--- src/rtl/qoa_frame_parser_if.sv ---
// rtl/qoa_frame_parser_if.sv - stream, record and status signals of qoa_frame_parser
// master: parser side (drives in_ready, LMS records, slices, frame status)
// slave:  environment side (drives input words, lms_ready, slice_ready)
interface qoa_frame_parser_if #(
    parameter int MAX_CHANNELS = 2
);
    localparam int CHW = (MAX_CHANNELS > 1) ? $clog2(MAX_CHANNELS) : 1;

    logic [63:0]    in_data;
    logic           in_valid;
    logic           in_ready;

    logic           lms_valid;
    logic           lms_ready;
    logic [CHW-1:0] lms_channel;
    logic [63:0]    lms_history;    // history[i] at bits [63-16*i -: 16]
    logic [63:0]    lms_weights;    // weights[i] at bits [63-16*i -: 16]

    logic           slice_valid;
    logic           slice_ready;
    logic [63:0]    slice_data;
    logic [CHW-1:0] slice_channel;
    logic [4:0]     slice_nsamples;
    logic           slice_last;

    logic [7:0]     frame_channels;
    logic [23:0]    frame_rate;
    logic           frame_done;
    logic           error;

    modport master (
        input  in_data, in_valid, lms_ready, slice_ready,
        output in_ready,
        output lms_valid, lms_channel, lms_history, lms_weights,
        output slice_valid, slice_data, slice_channel, slice_nsamples, slice_last,
        output frame_channels, frame_rate, frame_done, error
    );

    modport slave (
        output in_data, in_valid, lms_ready, slice_ready,
        input  in_ready,
        input  lms_valid, lms_channel, lms_history, lms_weights,
        input  slice_valid, slice_data, slice_channel, slice_nsamples, slice_last,
        input  frame_channels, frame_rate, frame_done, error
    );
endinterface

--- src/rtl/qoa_frame_parser.sv ---
// rtl/qoa_frame_parser.sv - QOA file/frame parser feeding per-channel slice decoders
// Ports:
//   clk, rst  single clock, asynchronous active-high reset
//   bus       qoa_frame_parser_if.master:
//             in_*    big-endian 64-bit stream words
//             lms_*   per-channel LMS history/weights record (single-entry register)
//             slice_* channel-tagged slice word, sample count, last flag (single-entry register)
//             frame_channels/frame_rate of the current frame, frame_done pulse, sticky error
module qoa_frame_parser #(
    parameter int MAX_CHANNELS = 2
) (
    input logic                clk,
    input logic                rst,
    qoa_frame_parser_if.master bus
);
    localparam int          CHW    = (MAX_CHANNELS > 1) ? $clog2(MAX_CHANNELS) : 1;
    localparam logic [31:0] MAGIC  = 32'h716f6166;
    localparam logic [15:0] MAX_FS = 16'd5120;

    typedef enum logic [2:0] {
        S_FILE_HDR,
        S_FRAME_HDR,
        S_LMS_HIST,
        S_LMS_WGT,
        S_SLICES,
        S_ERROR
    } state_t;

    state_t      state;
    logic [31:0] total_t;      // T from the file header, 0 = streaming
    logic [31:0] rem_r;        // samples still expected in the file
    logic [7:0]  ch_num;
    logic [7:0]  ch_cnt;
    logic [15:0] fs;
    logic [15:0] fsize;
    logic [15:0] grp_rem;      // samples left per channel from the current slice group on
    logic [16:0] byte_cnt;
    logic [63:0] hist_stage;
    logic        end_pending;  // final slice of the frame accepted, waiting for it to drain

    logic        in_rdy;
    logic        in_fire;
    logic        lms_fire;
    logic        slice_fire;
    logic        hdr_bad;
    logic        last_ch;
    logic [7:0]  hdr_ch;
    logic [15:0] hdr_fs;

    assign hdr_ch  = bus.in_data[63:56];
    assign hdr_fs  = bus.in_data[31:16];
    assign hdr_bad = (hdr_ch == 8'd0) || (hdr_ch > 8'(MAX_CHANNELS)) ||
                     (hdr_fs == 16'd0) || (hdr_fs > MAX_FS) ||
                     ((total_t != 32'd0) && ({16'd0, hdr_fs} > rem_r));
    assign last_ch = (ch_cnt == ch_num - 8'd1);

    // Words are only taken when their destination register is empty or draining.
    // While the final slice drains, the next header waits for the state change.
    always_comb begin
        in_rdy = 1'b0;
        case (state)
            S_FILE_HDR, S_FRAME_HDR, S_LMS_HIST: in_rdy = 1'b1;
            S_LMS_WGT: in_rdy = !bus.lms_valid || bus.lms_ready;
            S_SLICES:  in_rdy = !end_pending && (!bus.slice_valid || bus.slice_ready);
            default:   in_rdy = 1'b0;
        endcase
    end

    assign bus.in_ready = in_rdy;
    assign in_fire      = bus.in_valid && in_rdy;
    assign lms_fire     = bus.lms_valid && bus.lms_ready;
    assign slice_fire   = bus.slice_valid && bus.slice_ready;

    always_ff @(posedge clk or posedge rst) begin
        if (rst) begin
            state              <= S_FILE_HDR;
            total_t            <= '0;
            rem_r              <= '0;
            ch_num             <= '0;
            ch_cnt             <= '0;
            fs                 <= '0;
            fsize              <= '0;
            grp_rem            <= '0;
            byte_cnt           <= '0;
            hist_stage         <= '0;
            end_pending        <= 1'b0;
            bus.lms_valid      <= 1'b0;
            bus.lms_channel    <= '0;
            bus.lms_history    <= '0;
            bus.lms_weights    <= '0;
            bus.slice_valid    <= 1'b0;
            bus.slice_data     <= '0;
            bus.slice_channel  <= '0;
            bus.slice_nsamples <= '0;
            bus.slice_last     <= 1'b0;
            bus.frame_channels <= '0;
            bus.frame_rate     <= '0;
            bus.frame_done     <= 1'b0;
            bus.error          <= 1'b0;
        end else begin
            bus.frame_done <= 1'b0;
            if (lms_fire) bus.lms_valid <= 1'b0;
            if (slice_fire) bus.slice_valid <= 1'b0;

            case (state)
                S_FILE_HDR: begin
                    if (in_fire) begin
                        if (bus.in_data[63:32] != MAGIC) begin
                            state     <= S_ERROR;
                            bus.error <= 1'b1;
                        end else begin
                            total_t <= bus.in_data[31:0];
                            rem_r   <= bus.in_data[31:0];
                            state   <= S_FRAME_HDR;
                        end
                    end
                end
                S_FRAME_HDR: begin
                    if (in_fire) begin
                        if (hdr_bad) begin
                            state     <= S_ERROR;
                            bus.error <= 1'b1;
                        end else begin
                            bus.frame_channels <= hdr_ch;
                            bus.frame_rate     <= bus.in_data[55:32];
                            ch_num             <= hdr_ch;
                            fs                 <= hdr_fs;
                            fsize              <= bus.in_data[15:0];
                            ch_cnt             <= '0;
                            byte_cnt           <= 17'd8;
                            state              <= S_LMS_HIST;
                        end
                    end
                end
                S_LMS_HIST: begin
                    if (in_fire) begin
                        hist_stage <= bus.in_data;
                        byte_cnt   <= byte_cnt + 17'd8;
                        state      <= S_LMS_WGT;
                    end
                end
                S_LMS_WGT: begin
                    if (in_fire) begin
                        bus.lms_valid   <= 1'b1;
                        bus.lms_channel <= ch_cnt[CHW-1:0];
                        bus.lms_history <= hist_stage;
                        bus.lms_weights <= bus.in_data;
                        byte_cnt        <= byte_cnt + 17'd8;
                        if (!last_ch) begin
                            ch_cnt <= ch_cnt + 8'd1;
                            state  <= S_LMS_HIST;
                        end else begin
                            ch_cnt  <= '0;
                            grp_rem <= fs;
                            state   <= S_SLICES;
                        end
                    end
                end
                S_SLICES: begin
                    if (end_pending) begin
                        if (slice_fire) begin
                            end_pending    <= 1'b0;
                            bus.frame_done <= 1'b1;
                            rem_r          <= rem_r - {16'd0, fs};
                            if (byte_cnt != {1'b0, fsize}) begin
                                state     <= S_ERROR;
                                bus.error <= 1'b1;
                            end else if ((total_t != 32'd0) && (rem_r == {16'd0, fs})) begin
                                state <= S_FILE_HDR;
                            end else begin
                                state <= S_FRAME_HDR;
                            end
                        end
                    end else if (in_fire) begin
                        bus.slice_valid    <= 1'b1;
                        bus.slice_data     <= bus.in_data;
                        bus.slice_channel  <= ch_cnt[CHW-1:0];
                        bus.slice_nsamples <= (grp_rem >= 16'd20) ? 5'd20 : grp_rem[4:0];
                        bus.slice_last     <= (grp_rem <= 16'd20);
                        byte_cnt           <= byte_cnt + 17'd8;
                        if (last_ch) begin
                            ch_cnt  <= '0;
                            grp_rem <= (grp_rem > 16'd20) ? grp_rem - 16'd20 : 16'd0;
                            if (grp_rem <= 16'd20) end_pending <= 1'b1;
                        end else begin
                            ch_cnt <= ch_cnt + 8'd1;
                        end
                    end
                end
                default: begin
                    // Sticky until reset; output registers only drain.
                    state <= S_ERROR;
                end
            endcase
        end
    end
endmodule

--- src/flat_wrapper.sv ---
// flat-port wrapper written by rule: the top's interface ports become plain ports
module qoa_frame_parser_flat 
#(
    parameter int MAX_CHANNELS = 2
)
  (clk, rst, bus_in_data, bus_in_valid, bus_lms_ready, bus_slice_ready, bus_in_ready, bus_lms_valid, bus_lms_channel, bus_lms_history, bus_lms_weights, bus_slice_valid, bus_slice_data, bus_slice_channel, bus_slice_nsamples, bus_slice_last, bus_frame_channels, bus_frame_rate, bus_frame_done, bus_error);
  qoa_frame_parser_if #(.MAX_CHANNELS(MAX_CHANNELS)) bus_i ();
  input logic clk;
  input logic rst;
  input wire logic [$bits(bus_i.in_data)-1:0] bus_in_data;
  input wire logic [$bits(bus_i.in_valid)-1:0] bus_in_valid;
  input wire logic [$bits(bus_i.lms_ready)-1:0] bus_lms_ready;
  input wire logic [$bits(bus_i.slice_ready)-1:0] bus_slice_ready;
  output wire logic [$bits(bus_i.in_ready)-1:0] bus_in_ready;
  output wire logic [$bits(bus_i.lms_valid)-1:0] bus_lms_valid;
  output wire logic [$bits(bus_i.lms_channel)-1:0] bus_lms_channel;
  output wire logic [$bits(bus_i.lms_history)-1:0] bus_lms_history;
  output wire logic [$bits(bus_i.lms_weights)-1:0] bus_lms_weights;
  output wire logic [$bits(bus_i.slice_valid)-1:0] bus_slice_valid;
  output wire logic [$bits(bus_i.slice_data)-1:0] bus_slice_data;
  output wire logic [$bits(bus_i.slice_channel)-1:0] bus_slice_channel;
  output wire logic [$bits(bus_i.slice_nsamples)-1:0] bus_slice_nsamples;
  output wire logic [$bits(bus_i.slice_last)-1:0] bus_slice_last;
  output wire logic [$bits(bus_i.frame_channels)-1:0] bus_frame_channels;
  output wire logic [$bits(bus_i.frame_rate)-1:0] bus_frame_rate;
  output wire logic [$bits(bus_i.frame_done)-1:0] bus_frame_done;
  output wire logic [$bits(bus_i.error)-1:0] bus_error;
  assign bus_i.in_data = bus_in_data;
  assign bus_i.in_valid = bus_in_valid;
  assign bus_i.lms_ready = bus_lms_ready;
  assign bus_i.slice_ready = bus_slice_ready;
  assign bus_in_ready = bus_i.in_ready;
  assign bus_lms_valid = bus_i.lms_valid;
  assign bus_lms_channel = bus_i.lms_channel;
  assign bus_lms_history = bus_i.lms_history;
  assign bus_lms_weights = bus_i.lms_weights;
  assign bus_slice_valid = bus_i.slice_valid;
  assign bus_slice_data = bus_i.slice_data;
  assign bus_slice_channel = bus_i.slice_channel;
  assign bus_slice_nsamples = bus_i.slice_nsamples;
  assign bus_slice_last = bus_i.slice_last;
  assign bus_frame_channels = bus_i.frame_channels;
  assign bus_frame_rate = bus_i.frame_rate;
  assign bus_frame_done = bus_i.frame_done;
  assign bus_error = bus_i.error;
  qoa_frame_parser #(.MAX_CHANNELS(MAX_CHANNELS)) u_core (.clk(clk), .rst(rst), .bus(bus_i));
endmodule
--- config.mk ---
export PLATFORM = sky130hd
export DESIGN_NAME = qoa_frame_parser_flat
export DESIGN_NICKNAME = d
export VERILOG_FILES = /design/src/rtl/qoa_frame_parser_if.sv /design/src/rtl/qoa_frame_parser.sv /design/src/flat_wrapper.sv
export SDC_FILE = /design/constraint.sdc
export NUM_CORES = 1
export LEC_CHECK = 0
export ABC_AREA = 1
export ABC_CLOCK_PERIOD_IN_PS = 15200
export BUFFER_PORTS_ARGS = -buffer_cell sky130_fd_sc_hd__buf_4
export CAP_MARGIN = 20
export CORE_ASPECT_RATIO = 1.4
export CORE_MARGIN = 8
export CORE_UTILIZATION = 25
export DETAILED_ROUTE_END_ITERATION = 16
export HOLD_SLACK_MARGIN = 0.03
export MAX_ROUTING_LAYER = met4
export PLACE_DENSITY = 0.41
export SLEW_MARGIN = 20
export SYNTH_ARGS = -nofsm -noshare
export SYNTH_HDL_FRONTEND = slang
export SYNTH_SLANG_ARGS = --single-unit
--- constraint.sdc ---
create_clock -name clk -period 15.2 [get_ports clk]
set_input_delay 0 -clock clk [delete_from_list [all_inputs] [get_ports clk]]
set_output_delay 0 -clock clk [all_outputs]
set_load 0.01 [all_outputs]
==> results of run 1 <==
Yosys cell counts (2+ instances only):
cell type,count
o22ai_1,8
xor2_1,19
nand3b_1,8
a21oi_1,58
buf_1,3
nand4_1,15
nor2_1,159
a22oi_1,2
mux2_2,64
nand3_1,91
xnor2_1,12
nor4_1,4
nor2_2,2
inv_1,211
or2_2,5
buf_6,4
nand2_2,5
o21ai_1,7
dfrtp_1,438
nand2_1,701
a21o_1,3
ha_1,37
buf_2,34
clkbuf_1,51
nor3_1,22
o21ai_0,347
o211ai_1,4
a31oi_1,5
cells by family (layout without fill, tap and decap cells):
| group | Yosys count | after routing | synth area share [%] |
|---|---|---|---|
| buffers and inverters | 305 | 687 | 6.11 |
| XOR/XNOR | 31 | 31 | 1.36 |
| AND/OR/NAND/NOR | 1015 | 1015 | 20.4 |
| multiplexers | 64 | 64 | 3.60 |
| AO/OA/AOI/OAI | 439 | 439 | 11.3 |
| flip-flops | 438 | 438 | 54.8 |
| adder cells (fa/ha/maj) | 38 | 38 | 2.42 |
worst max-delay path, cell delays in order (launching register included):
cell      delay [ns]
dfrtp_1         0.45
nor2_2          0.17
nand2_2         0.53
nor2_4          0.33
nand2_2         0.11
a21boi_4        0.43
nand2_8         0.49
buf_4           0.60
mux2_2          0.37
metal layers:
| metal | global-route usage [%] | up-vias | routed length [µm] |
|---|---|---|---|
| li1 | - | 8207 | - |
| met3 | 2.44 | 91 | 3550 |
| met2 | 27.6 | 411 | 35500 |
| met4 | 4.49 | 0 | 1910 |
| met5 | - | - | 0 |
| met1 | 19.8 | 8044 | 30300 |
registers in the layout, summed over array words and instances, names as in the netlist, 3 cells and up:
signal,count
u_core.bus.frame_rate,24
u_core.bus.lms_history,64
u_core.bus.lms_weights,64
u_core.bus.slice_data,64
u_core.bus.slice_nsamples,5
u_core.byte_cnt,14
u_core.ch_cnt,8
u_core.ch_num,8
u_core.fs,16
u_core.fsize,16
u_core.grp_rem,16
u_core.hist_stage,64
u_core.rem_r,32
u_core.state,3
u_core.total_t,32
area by class of cell:
type	count	share of cell area (%)
clock inverter	13	0.673
multi-input combinational	1587	30.6
tap	1054	5.14
clock buffer	75	5.71
inverter	212	3.13
sequential	438	42.7
timing repair buffer	387	12.0
power by group through the flow:
stage | Clock [mW] | Combinational, mW | Sequential, mW
2_1_floorplan | 0 | 0.0312 | 1.19
3_3_place_gp | 0 | 0.0808 | 1.19
3_5_place_dp | 0 | 0.0816 | 1.19
4_1_cts | 1.26 | 0.0963 | 1.17
5_1_grt | 1.31 | 0.103 | 1.17
6_report | 1.22 | 0.0916 | 1.17
per-stage QoR:
step | hold slack [ns] | cells
2_1_floorplan | 0.163 | 2330
3_3_place_gp | 0.109 | 3609
3_5_place_dp | 0.118 | 3609
4_1_cts | 0.216 | 3766
5_1_grt | 0.240 | 3766
6_report | 0.249 | 3766
worst max path at each step:
stage,to,cells after the start
floorplan,u_core.bus.error,1
global placement,u_core.bus.lms_history[20],8
detailed placement,u_core.bus.lms_history[20],8
CTS,u_core.bus.lms_history[20],8
global route,u_core.bus.lms_history[17],8
finish,u_core.bus.lms_history[18],8
timing repair:
action	CTS	global route
endpoints found under the hold margin	382	0
hold buffers	69	0
buffers inserted	0	0
==> impl_metrics.toml, run 1 <==
[place]
globalplace.congestion = 0.906
numPortBuffers = 305
preCtsSetupSlack_ns = 11.35
dpl.hpwl_mm = 52.1
post_dp_cell_area_um2 = 23300

[routing]
routed_wirelength_mm = 71.3
drcViolationCount = 0
vias = 16800
first_iter_violations = 961
vias_per_cell = 4.45
drtPass1Iterations = 6
wl_per_cell_um = 18.9
ant_nets = 0

[logic_synthesis]
yosys-top-cells-area = "dfrtp_1, nand2_1, o21ai_0"
synth_top_area_cell = "dfrtp_1"
synthArstFlopShare_pct = 100
ys_types = 39
synth-edff-count = 0
synth_fp_nets = 2437
ys_seq_elements = 438
synth_ff_type = "dfrtp_1"
netlist_instances = 2330
synth_top_cell_area_share_pct = 54.8
avgSynthCellArea_um2 = 8.58
yosysWarnings = 0
netlist_area_um2 = 20000
ys_seq_area_share_pct = 54.8

[clocking]
clock-sinks = 438
cts_tree = "built"
insertion_delay_ns = 0.59
cts-buffers-inserted = 49
cts_max_path_buffers = 3
clk_pin_slew_ns = 0.06
cts-root-buf = "clkbuf_16"
cts.htree.levels = 2
cts_resized = 0

[worst_hold_path]
holdPathEnd = "u_core.rem_r[16]"
holdPathStages = 4
min_path_type = "in2reg"
hp-start = "bus_in_data[16]"

[layout]
seq_area_um2 = 11000
diodes = 0
fillerInstances = 8342
layout_commonest_cell = "nand2_1"
syn_to_final_growth_pct = 28.3
multiInputGateArea_um2 = 7850
fin_util_pct = 32.4
final_nets = 2782
layout-drive-gt1-share_pct = 17.5
final_cell_mix = "nand2_1, dfrtp_1, o21ai_0"
stdcell_area_um2 = 25700

[setup_path]
critPathCaptureType = "flip-flop"
timing.rr.start = "u_core.state[0]"
cp_data_required_time_ns = 15.67
crit_arrival_ns = 4.33
critical_path_class = "reg2reg"
crit_start = "u_core.state[0]"
r2r_end = "u_core.bus.lms_history[18]"
rr_worst_depth = 8
rrSetupSlack_ns = 11.34
cp_max_fo = 126
crit_path_start_kind = "flip-flop"

[floorplan]
die_height_um = 351
ios = 306
core_area_um2 = 79200
fp.dieW_um = 255
start_util_pct = 25.2
rows = 122
die_area_um2 = 89400

[timing]
fin_worst_skew_ns = 0.0266
finalSetupViolCount = 0
setup_tns_ns = 0
tightest_slew_ns = 1.00
rsz0062_at_grt = "false"
min_period_ns = 3.86
period_share_pct = 25.4
timing.fmax_mhz = 259
finalHoldViolations = 0
slew_viol_final = 0
layout_setup_ws_ns = 11.34
max-slew-margin-rel_pct = 33.0

[pwr]
intPower_mw = 1.91
finalPower_mw = 2.47
switchingPower_mw = 0.565
irDropWorstVdd_mv = 0.0887
p_sw_share_pct = 22.8
combinationalPowerShare_pct = 3.7
clkPwrFrac_pct = 49.2
power.density_nw_per_um2 = 96.5
sequentialPowerShare_pct = 47.1
leakage_nw = 13.1

[global_routing]
grt_pass1_wl_mm = 108
overflow = 0
grt_max_degree = 170
grt_pass1_vias = 16900
antenna_found_initial = 5
track_usage_pct = 16.2

[status]
status = "complete, no violations"

[run]
cap_viol_max_count = 0
Note: power is estimated with default switching activity, not from simulation.
==> run 2, diff against run 1 <==
- ABC_CLOCK_PERIOD_IN_PS: 15200 -> 3600
- clock period: 15.2 -> 3.6 ns (I/O delays scaled with it)
==> impl_metrics.toml, run 2 (same netlist as run 1, synthesis figures left out) <==
[status]
status = "complete, no violations"

[setup_path]
crit_arrival_ns = 3.06
cp_data_required_time_ns = 4.07
critical_path_class = "reg2reg"
crit_start = "u_core.state[0]"
cp_max_fo = 41
timing.rr.start = "u_core.state[0]"
crit_path_start_kind = "flip-flop"
critPathCaptureType = "flip-flop"
r2r_end = "u_core.grp_rem[4]"
crit_end = "u_core.grp_rem[4]"
rrSetupSlack_ns = 1.01
rr_worst_depth = 10

[routing]
vias_per_cell = 4.47
ant_nets = 0
drcViolationCount = 0
vias = 16900
first_iter_violations = 1198
routed_wirelength_mm = 72.6
drtPass1Iterations = 5
wl_per_cell_um = 19.2

[clocking]
clock-sinks = 438
clk_pin_slew_ns = 0.07
cts_setup_buffers = 0
insertion_delay_ns = 0.59
cts_max_path_buffers = 3
cts-buffers-inserted = 51
cts.htree.levels = 2
cts_tree = "built"
cts_resized = 0
cts-root-buf = "clkbuf_16"

[global_routing]
met2_usage_pct = 27.2
grt_pass1_wl_mm = 109
grt_busiest_layer = "met2"
track_usage_pct = 16.4
gr-usage-met1_pct = 20.7
overflow = 0
grt_max_degree = 129
grt_util_met3_pct = 2.53
antenna_found_initial = 2
grt_pass1_vias = 16700

[pwr]
power.density_nw_per_um2 = 401
leakage_nw = 13.1
irDropWorstVdd_mv = 0.312

[floorplan]
fp.dieW_um = 255
die_height_um = 351
ios = 306
core_area_um2 = 79200
die_area_um2 = 89400
start_util_pct = 25.2
rows = 122

[timing]
finalHoldViolations = 0
holdWs_ns = 0.126
period_share_pct = 72.0
min_period_ns = 2.59
setup_tns_ns = 0
fin_worst_skew_ns = 0.0171
max-slew-margin-rel_pct = 49.1
tightest_slew_ns = 0.763
finalSetupViolCount = 0
timing.fmax_mhz = 386
rsz0062_at_grt = "false"
slew_viol_final = 0

[layout]
syn_to_final_growth_pct = 28.6
final_nets = 2794
stdcell_area_um2 = 25700
layout_commonest_cell = "nand2_1"
final_cell_mix = "nand2_1, dfrtp_1, o21ai_0"
final_cells = 3773
layout-drive-gt1-share_pct = 17.8

[worst_hold_path]
min_path_type = "in2async"

[run]
cap_viol_max_count = 0

[place]
dpl.hpwl_mm = 53.3
globalplace.congestion = 0.917
place_inst = 3620
numPortBuffers = 305
post_dp_cell_area_um2 = 23500
==> run 2: through the flow <==
stage	setup WS, ns	utilization [%]	power (mW)
after global routing	0.733	32.5	10.7
after floorplan	-2.32	-	5.15
after CTS	0.959	32.5	10.5
after global placement	0.970	29.6	5.37
after detailed placement	0.965	29.6	5.37
final	1.01	32.5	10.3
==> run 2: repair_timing <==
item                                   4_1_cts  5_1_grt
setup endpoints to repair                    0        0
hold buffers                                67        1
endpoints found under the hold margin      325        2
==> run 2: cell type report <==
class	count	area, µm²
fill	8387	53500
inverter	212	800
sequential	438	11000
timing repair buffer	397	3230
antenna	1	2.50
clock buffer	72	1460
multi-input combinational	1587	7850
clock inverter	12	114
tap	1054	1320
==> run 2: worst min path at each step <==
stage | from | to | slack, ns | cells after the start
3_3_place_gp | rst | u_core.bus.lms_history[7] | 0.18 | 2
5_1_grt | rst | u_core.bus.slice_data[5] | 0.15 | 3
4_1_cts | bus_in_data[25] | u_core.bus.lms_weights[25] | 0.03 | 3
2_1_floorplan | bus_in_data[59] | u_core.bus.lms_weights[59] | 0.16 | 2
6_report | rst | u_core.byte_cnt[7] | 0.13 | 3
3_5_place_dp | rst | u_core.bus.lms_history[7] | 0.19 | 2
==> run 2: worst max-delay path, stage by stage (launching register included) <==
cell	delay, ns
dfrtp_1	0.45
nor2_2	0.09
nand2_2	0.09
buf_4	0.46
inv_1	0.22
nand2_1	0.46
inv_1	0.28
nand3_1	0.12
o21ai_0	0.08
o21ai_0	0.17
inv_1	0.06
==> run 2: routing by layer <==
layer	up-vias	part of all wire (%)	routed length, µm
met5	-	0	0
met4	0	2.7	1950
met3	93	5.0	3660
met2	433	48	35100
met1	8099	44	31800
li1	8242	-	-
==> run 2: report_power, final <==
group | internal, mW | switching (mW) | leakage, nW | total (mW)
clock network | 2.87 | 2.12 | 0.774 | 4.99
logic | 0.125 | 0.270 | 6.33 | 0.395
registers | 4.92 | 0 | 6.04 | 4.92
